$ cat config.mk
export PLATFORM = sky130hd
export DESIGN_NAME = multicycle_seq_flat
export DESIGN_NICKNAME = d
export VERILOG_FILES = /design/src/rtl/multicycle_seq_if.sv /design/src/rtl/multicycle_seq.sv /design/src/flat_wrapper.sv
export SDC_FILE = /design/constraint.sdc
export NUM_CORES = 1
export LEC_CHECK = 0
export ABC_AREA = 0
export BUFFER_PORTS_ARGS = -buffer_cell sky130_fd_sc_hd__buf_2
export CAP_MARGIN = 20
export CORE_MARGIN = 2
export CORE_UTILIZATION = 52
export CTS_BUF_LIST = sky130_fd_sc_hd__clkbuf_16
export DETAILED_ROUTE_END_ITERATION = 10
export PLACE_DENSITY_LB_ADDON = 0.25
export SLEW_MARGIN = 30
export SYNTH_ARGS = -nofsm -noshare
export SYNTH_HDL_FRONTEND = slang
export SYNTH_SLANG_ARGS = --single-unit
$ cat constraint.sdc
create_clock -name clk -period 2.37 [get_ports clk]
set_input_delay 0.1185 -clock clk [delete_from_list [all_inputs] [get_ports clk]]
set_output_delay 0.1185 -clock clk [all_outputs]
set_load 0.02 [all_outputs]
$ cat src/rtl/multicycle_seq_if.sv
// Instruction and data memory request/acknowledge handshakes for multicycle_seq.
// The sequencer drives requests (master); the memories return acks (slave).
interface multicycle_seq_if;
  logic imem_req;
  logic imem_ack;
  logic dmem_req;
  logic dmem_we;
  logic dmem_ack;

  modport master (
    output imem_req,
    output dmem_req,
    output dmem_we,
    input  imem_ack,
    input  dmem_ack
  );

  modport slave (
    input  imem_req,
    input  dmem_req,
    input  dmem_we,
    output imem_ack,
    output dmem_ack
  );
endinterface

$ cat src/rtl/multicycle_seq.sv
// Multi-cycle FETCH/DECODE/EXEC/MEM/WB sequencer for a simplified RV32 datapath.
// Drives datapath strobes, waits on stalling memories, counts retirements, halts on errors.
module multicycle_seq #(
  parameter int unsigned TIMEOUT = 15,
  parameter int unsigned CNT_W   = 32
) (
  input  logic                 clk,
  input  logic                 rst,
  multicycle_seq_if.master     mem_if,
  input  logic                 start_i,
  input  logic                 stop_i,
  input  logic [6:0]           opcode_i,
  input  logic [2:0]           funct3_i,
  input  logic [6:0]           funct7_i,
  input  logic                 ops_equal_i,
  input  logic                 op1_lt_op2_i,
  output logic                 ir_wen_o,
  output logic                 pc_wen_o,
  output logic                 pc_src_o,
  output logic [3:0]           alu_sel_o,
  output logic                 alu_src_o,
  output logic                 reg_wen_o,
  output logic                 reg_wdata_src_o,
  output logic                 busy_o,
  output logic                 halted_o,
  output logic [1:0]           err_code_o,
  output logic [CNT_W-1:0]     instr_cnt_o
);

  localparam int unsigned WaitW = (TIMEOUT > 1) ? $clog2(TIMEOUT) : 1;

  localparam logic [6:0] OpcOp     = 7'b0110011;
  localparam logic [6:0] OpcOpImm  = 7'b0010011;
  localparam logic [6:0] OpcLoad   = 7'b0000011;
  localparam logic [6:0] OpcStore  = 7'b0100011;
  localparam logic [6:0] OpcBranch = 7'b1100011;

  localparam logic [3:0] AluAdd  = 4'd0;
  localparam logic [3:0] AluSub  = 4'd1;
  localparam logic [3:0] AluSll  = 4'd2;
  localparam logic [3:0] AluSlt  = 4'd3;
  localparam logic [3:0] AluSltu = 4'd4;
  localparam logic [3:0] AluXor  = 4'd5;
  localparam logic [3:0] AluSrl  = 4'd6;
  localparam logic [3:0] AluSra  = 4'd7;
  localparam logic [3:0] AluOr   = 4'd8;
  localparam logic [3:0] AluAnd  = 4'd9;

  localparam logic [1:0] ErrNone    = 2'b00;
  localparam logic [1:0] ErrIllegal = 2'b01;
  localparam logic [1:0] ErrTimeout = 2'b10;

  typedef enum logic [2:0] {StIdle, StFetch, StDecode, StExec, StMem, StWb, StHalt} state_e;
  typedef enum logic [1:0] {ClsOp, ClsLoad, ClsStore, ClsBranch} cls_e;

  state_e            state_q, state_d;
  cls_e              cls_q, cls_d;
  logic [1:0]        br_q, br_d;        // {use lt, invert}
  logic [3:0]        alu_sel_q, alu_sel_d;
  logic              alu_src_q, alu_src_d;
  logic              wdsrc_q, wdsrc_d;
  logic [1:0]        err_q, err_d;
  logic [CNT_W-1:0]  cnt_q, cnt_d;
  logic [WaitW-1:0]  wait_q, wait_d;

  logic timeout;
  logic taken;
  logic unused_funct7;

  assign unused_funct7 = ^{funct7_i[6], funct7_i[4:0]};

  assign timeout = (TIMEOUT != 0) && (wait_q == WaitW'(TIMEOUT - 1));
  assign taken   = br_q[1] ? (op1_lt_op2_i ^ br_q[0]) : (ops_equal_i ^ br_q[0]);

  // funct7[5] selects SUB only for register-register ops, SRA for both shift forms.
  function automatic logic [3:0] alu_decode(input logic [2:0] f3, input logic alt,
                                            input logic is_reg);
    logic [3:0] sel;
    sel = AluAdd;
    case (f3)
      3'b000:  sel = (alt && is_reg) ? AluSub : AluAdd;
      3'b001:  sel = AluSll;
      3'b010:  sel = AluSlt;
      3'b011:  sel = AluSltu;
      3'b100:  sel = AluXor;
      3'b101:  sel = alt ? AluSra : AluSrl;
      3'b110:  sel = AluOr;
      default: sel = AluAnd;
    endcase
    return sel;
  endfunction

  always_comb begin
    state_d   = state_q;
    cls_d     = cls_q;
    br_d      = br_q;
    alu_sel_d = alu_sel_q;
    alu_src_d = alu_src_q;
    wdsrc_d   = wdsrc_q;
    err_d     = err_q;
    cnt_d     = cnt_q;
    wait_d    = '0;

    mem_if.imem_req = 1'b0;
    mem_if.dmem_req = 1'b0;
    mem_if.dmem_we  = 1'b0;
    ir_wen_o        = 1'b0;
    pc_wen_o        = 1'b0;
    pc_src_o        = 1'b0;
    reg_wen_o       = 1'b0;

    case (state_q)
      StIdle: begin
        if (start_i) state_d = StFetch;
      end
      StFetch: begin
        mem_if.imem_req = 1'b1;
        if (mem_if.imem_ack) begin
          ir_wen_o = 1'b1;
          state_d  = StDecode;
        end else if (timeout) begin
          err_d   = ErrTimeout;
          state_d = StHalt;
        end else begin
          wait_d = wait_q + 1'b1;
        end
      end
      StDecode: begin
        state_d = StExec;
        case (opcode_i)
          OpcOp, OpcOpImm: begin
            cls_d     = ClsOp;
            alu_sel_d = alu_decode(funct3_i, funct7_i[5], opcode_i == OpcOp);
            alu_src_d = (opcode_i == OpcOpImm);
            wdsrc_d   = 1'b0;
          end
          OpcLoad, OpcStore: begin
            cls_d     = (opcode_i == OpcLoad) ? ClsLoad : ClsStore;
            alu_sel_d = AluAdd;
            alu_src_d = 1'b1;
            wdsrc_d   = (opcode_i == OpcLoad);
          end
          OpcBranch: begin
            cls_d     = ClsBranch;
            br_d      = {funct3_i[2], funct3_i[0]};
            alu_sel_d = AluSub;
            alu_src_d = 1'b0;
            wdsrc_d   = 1'b0;
            if (funct3_i[1]) begin
              err_d   = ErrIllegal;
              state_d = StHalt;
            end
          end
          default: begin
            err_d   = ErrIllegal;
            state_d = StHalt;
          end
        endcase
      end
      StExec: begin
        case (cls_q)
          ClsOp:            state_d = StWb;
          ClsLoad, ClsStore: state_d = StMem;
          default: begin
            pc_wen_o = 1'b1;
            pc_src_o = taken;
            cnt_d    = cnt_q + 1'b1;
            state_d  = stop_i ? StIdle : StFetch;
          end
        endcase
      end
      StMem: begin
        mem_if.dmem_req = 1'b1;
        mem_if.dmem_we  = (cls_q == ClsStore);
        if (mem_if.dmem_ack) begin
          if (cls_q == ClsStore) begin
            pc_wen_o = 1'b1;
            cnt_d    = cnt_q + 1'b1;
            state_d  = stop_i ? StIdle : StFetch;
          end else begin
            state_d = StWb;
          end
        end else if (timeout) begin
          err_d   = ErrTimeout;
          state_d = StHalt;
        end else begin
          wait_d = wait_q + 1'b1;
        end
      end
      StWb: begin
        reg_wen_o = 1'b1;
        pc_wen_o  = 1'b1;
        cnt_d     = cnt_q + 1'b1;
        state_d   = stop_i ? StIdle : StFetch;
      end
      default: state_d = StHalt;
    endcase
  end

  always_ff @(posedge clk or posedge rst) begin
    if (rst) begin
      state_q   <= StIdle;
      cls_q     <= ClsOp;
      br_q      <= '0;
      alu_sel_q <= '0;
      alu_src_q <= 1'b0;
      wdsrc_q   <= 1'b0;
      err_q     <= ErrNone;
      cnt_q     <= '0;
      wait_q    <= '0;
    end else begin
      state_q   <= state_d;
      cls_q     <= cls_d;
      br_q      <= br_d;
      alu_sel_q <= alu_sel_d;
      alu_src_q <= alu_src_d;
      wdsrc_q   <= wdsrc_d;
      err_q     <= err_d;
      cnt_q     <= cnt_d;
      wait_q    <= wait_d;
    end
  end

  assign alu_sel_o       = alu_sel_q;
  assign alu_src_o       = alu_src_q;
  assign reg_wdata_src_o = wdsrc_q;
  assign err_code_o      = err_q;
  assign instr_cnt_o     = cnt_q;
  assign busy_o          = (state_q != StIdle) && (state_q != StHalt);
  assign halted_o        = (state_q == StHalt);

endmodule

$ cat src/flat_wrapper.sv
// flat-port wrapper written by rule: the top's interface ports become plain ports
module multicycle_seq_flat 
#(
  parameter int unsigned TIMEOUT = 15,
  parameter int unsigned CNT_W   = 32
)
  (clk, rst, start_i, stop_i, opcode_i, funct3_i, funct7_i, ops_equal_i, op1_lt_op2_i, ir_wen_o, pc_wen_o, pc_src_o, alu_sel_o, alu_src_o, reg_wen_o, reg_wdata_src_o, busy_o, halted_o, err_code_o, instr_cnt_o, mem_if_imem_req, mem_if_dmem_req, mem_if_dmem_we, mem_if_imem_ack, mem_if_dmem_ack);
  multicycle_seq_if mem_if_i ();
  input  logic clk;
  input  logic rst;
  input  logic start_i;
  input  logic stop_i;
  input  logic [6:0] opcode_i;
  input  logic [2:0] funct3_i;
  input  logic [6:0] funct7_i;
  input  logic ops_equal_i;
  input  logic op1_lt_op2_i;
  output logic ir_wen_o;
  output logic pc_wen_o;
  output logic pc_src_o;
  output logic [3:0] alu_sel_o;
  output logic alu_src_o;
  output logic reg_wen_o;
  output logic reg_wdata_src_o;
  output logic busy_o;
  output logic halted_o;
  output logic [1:0] err_code_o;
  output logic [CNT_W-1:0] instr_cnt_o;
  output wire logic [$bits(mem_if_i.imem_req)-1:0] mem_if_imem_req;
  output wire logic [$bits(mem_if_i.dmem_req)-1:0] mem_if_dmem_req;
  output wire logic [$bits(mem_if_i.dmem_we)-1:0] mem_if_dmem_we;
  input wire logic [$bits(mem_if_i.imem_ack)-1:0] mem_if_imem_ack;
  input wire logic [$bits(mem_if_i.dmem_ack)-1:0] mem_if_dmem_ack;
  assign mem_if_imem_req = mem_if_i.imem_req;
  assign mem_if_dmem_req = mem_if_i.dmem_req;
  assign mem_if_dmem_we = mem_if_i.dmem_we;
  assign mem_if_i.imem_ack = mem_if_imem_ack;
  assign mem_if_i.dmem_ack = mem_if_dmem_ack;
  multicycle_seq #(.TIMEOUT(TIMEOUT), .CNT_W(CNT_W)) u_core (.clk(clk), .rst(rst), .mem_if(mem_if_i), .start_i(start_i), .stop_i(stop_i), .opcode_i(opcode_i), .funct3_i(funct3_i), .funct7_i(funct7_i), .ops_equal_i(ops_equal_i), .op1_lt_op2_i(op1_lt_op2_i), .ir_wen_o(ir_wen_o), .pc_wen_o(pc_wen_o), .pc_src_o(pc_src_o), .alu_sel_o(alu_sel_o), .alu_src_o(alu_src_o), .reg_wen_o(reg_wen_o), .reg_wdata_src_o(reg_wdata_src_o), .busy_o(busy_o), .halted_o(halted_o), .err_code_o(err_code_o), .instr_cnt_o(instr_cnt_o));
endmodule
==> results.md, run 1 <==
* Dominant synthesized flop cell: dfrtp_1
* Clock transition at path regs at 0.06 ns
* Number of nets in the layout at 367
* Startpoint Class: register
* Cell variety after synth at 53
* Final estimated routing congestion in global placement at around 0.85
* Starting DRC count in detailed routing at 109
* DRT Wirelength at 5520 um
* Setup violations, final at 0
* Floorplan die width at 76.2 um
* Layout filler cell count at 442
* Buffers added on ports at 67
* Largest fanout of any net on the critical path at 12
* Via count of the first global-routing pass at 2,047
* Clock tree root buffer cell: clkbuf_16
* Power density over the cells at roughly 500 nW/um2
* Slew at the pin closest to its max-slew limit at roughly 0.67 ns
* Post CTS Setup Buffer Count at 0
* Slew HR at 55.2%
* Antenna diode count at 0
* Synth-to-layout area growth at 20.8%
* Hold Startpoint: opcode_i[5]
* Register bit total from synthesis at 51
* Area of the die at 5810 um2
* Post-synthesis instance area at 2710 um2
* First drt pass iteration count at 4
* Number of buffers on the longest clock path at 2
* Cells after Synth at 267
* Hold WC Path Type: in2reg
* TritonCTS clock tree: built
* Final Hold Fails at 0
* Overall global routing resource usage at 20.2%
* Synthesis Warnings at 0
* Req. time, crit path at 2.25 ns
* Tmin final at 2.05 ns
* WL/cell at 13.5 um
* Most common cell after layout, fill and taps aside: buf_2
* Per-cell via count in the routed design at around 5.3
* Die Y-Extent at 76.2 um
* Unrepaired setup endpoints after global routing: false
* Number of primary I/O pins at 74
* Initial antenna violation count at 0
* Num Clock Sinks at 51
* Final Max Slew Viols at 0
* Static Leakage at 1.65 nW
* Area fraction of the dominant cell type after synthesis at a little under half
* IR drop worst, VDD at 0.449 mV
* Async set-reset flop share out of synthesis at 100%
* Mapped Nets at 295
* GR Overflow Total at 0
* Leading cell types in the layout, fill and taps excluded: buf_2 (67), dfrtp_1 (51), nand2_1 (25)
* Worst reg2reg path startpoint: u_core.state_q[1]
* Kind of end point of the critical path: primary output
* Aggregate negative setup slack at 0 ns
* Number of synthesized flops with an enable pin at 0
* Upper clock frequency limit at 487 MHz
* Via count at 2,184
* Cells taking the most area after synthesis: dfrtp_1 (47%), xnor2_1 (6.5%), xor2_1 (4.2%)
* Max-capacitance violation count at 0
* Worst skew pair latency at between 0.2 and 0.3 ns
* End-of-flow core utilization at 64.5%
* DPL Wire Length at around 4100 um
* Sequential cell area fraction in the yosys report at 47.1%
* Total DRC errors in the routed layout at 0
* Effective utilization at floorplan at 53.4%
* Count of standard-cell rows at 26
* Depth of the CTS H-tree at 2
* Crit path arrival time at 1.93 ns
* CP startpoint: u_core.state_q[1]
* Post-synthesis cell type with the largest combined area: dfrtp_1
* Mean post-synth cell area at 10.2 um2
* Run status: complete, no violations
* Fin crit share at a little under 90%
* Core area at 5070 um2
* Largest net degree at the start of global routing at 24
* Number of buffers inserted during clock tree synthesis at 5
* First-pass GRT wire length at 9660 um
* Worst clock skew at around 0.0063 ns
* Post-route antenna net violation count at 0
* Fraction of layout instances using a drive strength above 1 at 29.4%
* Setup CP Type: reg2out
[worst max-delay path: stages (launching register included)]
cell and delay, ns:
dfrtp_1 0.52, nand2b_1 0.27, buf_4 0.19, o21bai_1 0.42, buf_2 0.26
[metrics by stage]
stage,cell area (um2),std cells,power (mW),hold slack (ns),setup WS (ns)
2_1_floorplan,2710,267,0.957,0.214,0.538
3_3_place_gp,3130,401,1.00,0.0572,0.325
3_5_place_dp,3130,401,1.00,0.0593,0.282
4_1_cts,3270,410,1.66,0.0770,0.267
5_1_grt,3270,410,1.71,0.0877,0.144
6_report,3270,410,1.65,0.0819,0.318
[worst paths after layout]
kind,slack (ns),depth (start not counted),end
worst max register to register,0.36,5,u_core.instr_cnt_o[28]
min in group asynchronous,0.30,3,u_core.instr_cnt_o[14]
worst min-delay path,0.08,2,u_core.reg_wdata_src_o
max in group asynchronous,1.50,4,u_core.instr_cnt_o[3]
worst max-delay path,0.32,4,pc_wen_o
worst min register to register,0.46,1,u_core.instr_cnt_o[31]
[sequential cells by signal, summed over array words and instances, names as in the netlist]
register,flops
u_core.state_q,3
u_core.alu_sel_o,4
u_core.err_code_o,2
u_core.reg_wdata_src_o,1
u_core.wait_q,4
u_core.br_q,2
u_core.instr_cnt_o,32
u_core.cls_q,2
u_core.alu_src_o,1
[power breakdown]
part	internal (mW)	total (mW)	switching (mW)	leakage [nW]
sequential	0.881	0.890	0.00834	0.686
clock	0.380	0.660	0.280	0.0701
combinational	0.0372	0.0969	0.0597	0.891
total	1.30	1.65	0.348	1.65
[cell families (layout without fill, tap and decap cells)]
group / count (synthesis) / count (layout) / share of synthesized area (%)
AO/OA/AOI/OAI: 35 / 35 / 8.68
AND/OR/NAND/NOR: 118 / 118 / 25.4
XOR/XNOR: 34 / 34 / 11.3
flip-flops: 51 / 51 / 47.1
buffers and inverters: 19 / 92 / 3.37
adder cells (fa/ha/maj): 3 / 3 / 1.38
multiplexers: 7 / 7 / 2.81
[repair_timing]
action | CTS | global route
hold buffers | 1 | 0
gates resized for setup | 0 | 0
hold endpoints to repair | 10 | 0
[synth_stat cells (all sizes together), types with 2 or more instances]
library cell / instances
a21oi: 6
buf: 6
a31oi: 2
o21ai: 9
and3: 5
nand2b: 3
nor3: 10
ha: 3
inv: 10
mux2i: 2
and2: 4
clkbuf: 3
or2: 4
nand2: 26
dfrtp: 51
xnor2: 21
xor2: 13
o22ai: 2
nor4: 7
a211o: 2
nor2: 22
mux2: 5
a211oi: 3
nand3: 15
nand4: 14
[final cells by class]
cell class,instances,area (um2),area share (%)
tap,70,87.6,2.67
clock inverter,3,11.3,0.344
sequential,51,1280,39.0
inverter,10,37.5,1.15
clock buffer,5,125,3.82
timing repair buffer,74,390,11.9
multi-input combinational,197,1350,41.1
[routing by layer]
metal	vias up	global-route usage, %	wire (um)
met4	0	3.82	21
met2	52	31.9	2550
met3	2	4.98	257
met1	1038	28.8	2690
li1	1092	-	-
met5	-	0	0
Note: power is estimated with default switching activity, not from simulation.
==> run 2, diff against run 1 <==
- MAX_ROUTING_LAYER: default -> met4
==> run 2 against run 1 <==
Net effect: die area did not move; largest power group unchanged; clock power about the same; critical path depth is 1 higher; power about the same; register-to-register slack worse by 0.07 ns; non-clock buffer count stayed put; worst setup slack got worse by 0.033 ns; largest cell class unchanged; critical path type is now reg2reg.
==> results.md, run 2 (synthesis gave the netlist of run 1 again) <==
* Number of buffers on the longest clock path at 2 (unchanged)
* Clock share of power at 40.1% (about the same)
* Leading cell types in the layout, fill and taps excluded: buf_2 (67), dfrtp_1 (51), nand2_1 (25)
* DPL Wire Length at 4150 um (unchanged)
* Dpl ws at 0.282 ns (unchanged)
* IR drop worst, VDD at 0.451 mV (+0.45%)
* Most common cell after layout, fill and taps aside: buf_2
* Design internal power at 1.30 mW (about the same)
* GR Overflow Total at 0 (unchanged)
* Count of standard-cell rows at 26 (unchanged)
* Via count at 2,185 (+0.046%)
* First-pass GRT wire length at 9660 um (unchanged)
* TritonCTS clock tree: built
* WL/cell at 13.4 um (-0.25%)
* Tmin final at 2.08 ns (+0.0333 ns)
* Floorplan die width at 76.2 um (unchanged)
* Final Hold Fails at 0 (unchanged)
* Depth of the CTS H-tree at 2 (unchanged)
* Kind of end point of the critical path: register
* Power density over the cells at 504 nW/um2 (+0.17%)
* Share of total power in combinational logic at 5.9% (about the same)
* Area of the die at 5810 um2 (unchanged)
* Setup violations, final at 0 (unchanged)
* Total DRC errors in the routed layout at 0 (unchanged)
* Effective utilization at floorplan at 53.4% (unchanged)
* Aggregate negative setup slack at 0 ns (unchanged)
* Die Y-Extent at 76.2 um (unchanged)
* Final Max Slew Viols at 0 (unchanged)
* Buffers added on ports at 67 (unchanged)
* Static Leakage at 1.65 nW (about the same)
* Fin crit share at 88.0% (+1.4 points)
* Number of buffers inserted during clock tree synthesis at 5 (unchanged)
* Total instance count after detailed placement at 401 (unchanged)
* Count of non-filler cells in the finished layout at 410 (unchanged)
* Hold-fix buffers, CTS at 1 (unchanged)
* Setup CP Type: reg2reg
* Final estimated routing congestion in global placement at 0.862 (+1.6%)
* Overall global routing resource usage at 20.8% (+0.59 points)
* Crit path arrival time at 2.24 ns (+0.31 ns)
* Per-cell via count in the routed design at 5.33 (about the same)
* Relative contribution of sequential cells to total power at 54.0% (about the same)
* Antenna diode count at 0 (unchanged)
* Post CTS Setup Buffer Count at 0 (unchanged)
* Req. time, crit path at 2.52 ns (+0.27 ns)
* Slew HR at 39.6% (-16 points)
* Largest net degree at the start of global routing at 24 (unchanged)
* Slew at the pin closest to its max-slew limit at 0.903 ns (+0.237 ns)
* Worst skew pair latency at 0.28 ns (about the same)
* Switching portion of total power at 21.2% (+0.072 points)
* Initial antenna violation count at 0 (unchanged)
* Fraction of layout instances using a drive strength above 1 at 29.1% (-0.29 points)
* Number of gates resized after CTS at 0 (unchanged)
* Worst clock skew at 0.00641 ns (+0.000154 ns)
* DRT Wirelength at 5510 um (-0.25%)
* Clock transition at path regs at 0.06 ns (about the same)
* Hold WC Path Type: in2reg
* Core area at 5070 um2 (unchanged)
* Area used by sequential logic in the layout at 1280 um2 (unchanged)
* Unrepaired setup endpoints after global routing: false
* Via count of the first global-routing pass at 2,045 (-0.098%)
* Run status: complete, no violations
* Starting DRC count in detailed routing at 121 (+11%)
* Number of nets in the layout at 367 (unchanged)
* Clock tree root buffer cell: clkbuf_16
* Largest register FFs at 32 (unchanged)
* Startpoint Class: register
* Largest fanout of any net on the critical path at 12 (unchanged)
* Post-route antenna net violation count at 0 (unchanged)
* Synth-to-layout area growth at 20.7% (about the same)
* Number of primary I/O pins at 74 (unchanged)
* Num Clock Sinks at 51 (unchanged)
* Layout filler cell count at 443 (+0.23%)
* Upper clock frequency limit at 480 MHz (-1.6%)
* Multi-input gate area at 1340 um2 (-0.19%)
* First drt pass iteration count at 4 (unchanged)
* Max-capacitance violation count at 0 (unchanged)
* Final setup margin at 0.285 ns (-0.0333 ns)
* Switch Pwr at 349 uW (+0.44%)
## run 2: cell types whose count changed in the layout (fill, tap and decap cells not counted)
cell    previous run  this run
nor2_2             1         0
nor2_1            21        22
## run 2: worst max-delay path, stage by stage (launching register included)
cell,delay (ns)
dfrtp_1,0.59
nand2b_1,0.24
a211oi_2,0.09
nor2_1,0.69
nor3_1,0.16
xor2_1,0.18
## run 2: final timing paths
kind / slack [ns] / depth (start not counted) / start / to
max in group asynchronous: 1.50 / 4 / rst / u_core.instr_cnt_o[3]
worst min register to register: 0.46 / 1 / u_core.instr_cnt_o[31] / u_core.instr_cnt_o[31]
min in group asynchronous: 0.30 / 3 / rst / u_core.instr_cnt_o[14]
worst min-delay path: 0.08 / 2 / opcode_i[5] / u_core.reg_wdata_src_o
worst max register to register: 0.29 / 5 / u_core.state_q[1] / u_core.instr_cnt_o[21]
worst max-delay path: 0.29 / 5 / u_core.state_q[1] / u_core.instr_cnt_o[21]
## run 2: layer usage
metal,vias up,track usage (%),share of wire [%]
met1,1041,29.2,49
li1,1086,-,-
met5,-,-,0
met2,56,32.1,46
met3,2,4.03,4.2
met4,0,3.82,0.38
## run 2: cell type report
type / instances / area share (%)
multi-input combinational: 197 / 41.1
sequential: 51 / 39.0
timing repair buffer: 74 / 11.9
clock buffer: 5 / 3.82
tap: 70 / 2.68
inverter: 10 / 1.15
clock inverter: 3 / 0.344
## run 2: per-stage QoR
stage / hold slack [ns] / total power, mW / utilization [%] / cell area (um2)
floorplan: 0.214 / 0.957 / - / 2710
global placement: 0.0572 / 1.00 / 61.6 / 3130
detailed placement: 0.0593 / 1.00 / 61.6 / 3130
CTS: 0.0770 / 1.66 / 64.5 / 3270
global route: 0.0877 / 1.71 / 64.5 / 3270
finish: 0.0801 / 1.65 / 64.5 / 3270
## run 2: power by group through the flow
stage	clock network, mW	registers, mW	logic (mW)
4_1_cts	0.676	0.889	0.0992
3_5_place_dp	0	0.905	0.0972
6_report	0.662	0.889	0.0970
3_3_place_gp	0	0.905	0.0955
5_1_grt	0.712	0.890	0.109
2_1_floorplan	0	0.915	0.0418
==> run 3, diff against run 2 <==
- SETUP_SLACK_MARGIN: default -> 0.3
==> run 3 against run 2 <==
Net effect: worst setup slack improved by 0.14 ns; flip-flop and latch count stayed put; critical path depth is the same; clock skew is essentially flat; wire length barely moved; die area did not move; combinational power hardly changed; final cell count unchanged; global-route usage is the same; sequential power barely moved; non-clock buffer count unchanged; critical endpoint is now u_core.instr_cnt_o[28]; largest power group unchanged.
==> results.md, run 3 (synthesis gave the netlist of run 1 again) <==
* Setup violations, final at 0 (unchanged)
* Upper clock frequency limit at 514 MHz (+7.1%)
* Worst Reg-to-Reg Cells at 5 (unchanged)
* Setup CP Type: reg2reg
* Slew HR at 55.2% (+16 points)
* Design internal power at 1.30 mW (about the same)
* Req. time, crit path at 2.54 ns (+0.02 ns)
* Layout filler cell count at 443 (unchanged)
* IR drop worst, VDD at 0.451 mV (about the same)
* Max-capacitance violation count at 0 (unchanged)
* Post CTS Setup Buffer Count at 0 (unchanged)
* Antenna diode count at 0 (unchanged)
* Synth-to-layout area growth at 21.0%
* Area of the die at 5810 um2 (unchanged)
* Startpoint Class: register
* Switching portion of total power at 21.1% (-0.14 points)
* Number of primary I/O pins at 74 (unchanged)
* Total instance count after detailed placement at 401 (unchanged)
* Leading cell types in the layout, fill and taps excluded: buf_2 (67), dfrtp_1 (50), nand2_1 (25)
* Aggregate negative setup slack at 0 ns (unchanged)
* Largest net degree at the start of global routing at 24 (unchanged)
* Count of standard-cell rows at 26 (unchanged)
* Total cell area at the placement stage at 3130 um2 (unchanged)
* WL/cell at 13.4 um (about the same)
* Final Hold Fails at 0 (unchanged)
* Total DRC errors in the routed layout at 0 (unchanged)
* WHS Path Cells at 2 (unchanged)
* Via count at 2,180 (-0.23%)
* Num Clock Sinks at 51 (unchanged)
* GR Overflow Total at 0 (unchanged)
* Initial antenna violation count at 0 (unchanged)
* Overall global routing resource usage at 20.8% (unchanged)
* Number of nets in the layout at 367 (unchanged)
* Floorplan die width at 76.2 um (unchanged)
* Die Y-Extent at 76.2 um (unchanged)
* DPL Wire Length at 4150 um (unchanged)
* Hold WC Path Type: in2reg
* Most common cell after layout, fill and taps aside: buf_2
* Effective utilization at floorplan at 53.4% (unchanged)
* Switch Pwr at 347 uW (-0.84%)
* Unrepaired setup endpoints after global routing: false
* Fraction of layout instances using a drive strength above 1 at 30.0% (+0.88 points)
* Clock tree root buffer cell: clkbuf_16
* First drt pass iteration count at 4 (unchanged)
* Worst clock skew at 0.00637 ns (-0.0000372 ns)
* Largest fanout of any net on the critical path at 12 (unchanged)
* Power density over the cells at 502 nW/um2 (-0.41%)
* Final Max Slew Viols at 0 (unchanged)
* Via count of the first global-routing pass at 2,045 (unchanged)
* Final estimated routing congestion in global placement at 0.862 (unchanged)
* Count of non-filler cells in the finished layout at 410 (unchanged)
* DRT Wirelength at 5500 um (about the same)
* End-of-flow core utilization at 64.6% (+0.15 points)
* Run status: complete, no violations
* Design Area, Final at 3280 um2 (+0.23%)
* Per-cell via count in the routed design at 5.32 (-0.23%)
* Worst skew pair latency at 0.28 ns (about the same)
* Depth of the CTS H-tree at 2 (unchanged)
* First-pass GRT wire length at 9660 um (unchanged)
* Relative contribution of sequential cells to total power at 54.1% (about the same)
* Starting DRC count in detailed routing at 129 (+6.6%)
* Slew at the pin closest to its max-slew limit at 0.667 ns (-0.237 ns)
* Share of total power in combinational logic at 5.9% (about the same)
* Clock transition at path regs at 0.06 ns (about the same)
* Static Leakage at 1.65 nW (+0.32%)
* Buffers added on ports at 67 (unchanged)
* Kind of end point of the critical path: register
* Number of buffers on the longest clock path at 2 (unchanged)
* Clock share of power at 40.0% (about the same)
* Tmin final at 1.95 ns (-0.139 ns)
* Number of buffers inserted during clock tree synthesis at 5 (unchanged)
* TritonCTS clock tree: built
* Post-route antenna net violation count at 0 (unchanged)
* Largest register FFs at 32 (unchanged)
* Crit path arrival time at 2.11 ns (-0.13 ns)
* Core area at 5070 um2 (unchanged)
* Fin crit share at 82.1% (-5.9 points)
* Final-layout worst hold slack at 0.0802 ns (+0.0000390 ns)
[run 3: cell counts in the layout (fill, tap and decap cells not counted)]
No cell type changed its count.
[run 3: timing repair]
item / in CTS / in global routing
resized for setup: 2 / 1
endpoints found under the hold margin: 10 / 0
hold buffers: 1 / 0
setup endpoints to repair: 10 / 7
[run 3: power groups by stage]
stage	Clock (mW)	Combinational (mW)	Sequential (mW)
floorplan	0	0.0418	0.915
global placement	0	0.0955	0.905
detailed placement	0	0.0972	0.905
CTS	0.676	0.0992	0.889
global route	0.712	0.109	0.890
finish	0.658	0.0970	0.889
[run 3: worst max-delay path: stages (launching register included)]
cell	delay, ns
dfrtp_2	0.49
nand2b_1	0.23
a211oi_2	0.25
nor2_2	0.16
or4_4	0.55
xnor2_2	0.14
[run 3: final timing paths]
check / startpoint / slack, ns / end
setup reg to reg: u_core.state_q[1] / 0.42 / u_core.instr_cnt_o[28]
hold / removal: opcode_i[5] / 0.08 / u_core.reg_wdata_src_o
max in group asynchronous: rst / 1.48 / u_core.state_q[1]
min in group asynchronous: rst / 0.30 / u_core.instr_cnt_o[14]
hold reg to reg: u_core.instr_cnt_o[31] / 0.46 / u_core.instr_cnt_o[31]
setup / recovery: u_core.state_q[1] / 0.42 / u_core.instr_cnt_o[28]
[run 3: area by class of cell]
cell class	count	area, um2	area share, %
multi-input combinational	197	1350	41.2
clock inverter	3	11.3	0.343
tap	70	87.6	2.67
timing repair buffer	74	390	11.9
sequential	51	1280	39.0
clock buffer	5	125	3.82
inverter	10	37.5	1.14
[run 3: metrics by stage]
step                setup slack [ns]  power, mW
floorplan                      0.538      0.957
global placement               0.325       1.00
detailed placement             0.282       1.00
CTS                            0.339       1.66
global route                   0.323       1.71
finish                         0.424       1.64
[run 3: metal layers]
metal / vias up / GRT usage [%] / wire length [um]
met1: 1035 / 29.2 / 2700
met4: 0 / 3.82 / 21
met5: - / - / 0
met3: 2 / 4.03 / 229
li1: 1087 / - / -
met2: 56 / 32.1 / 2550
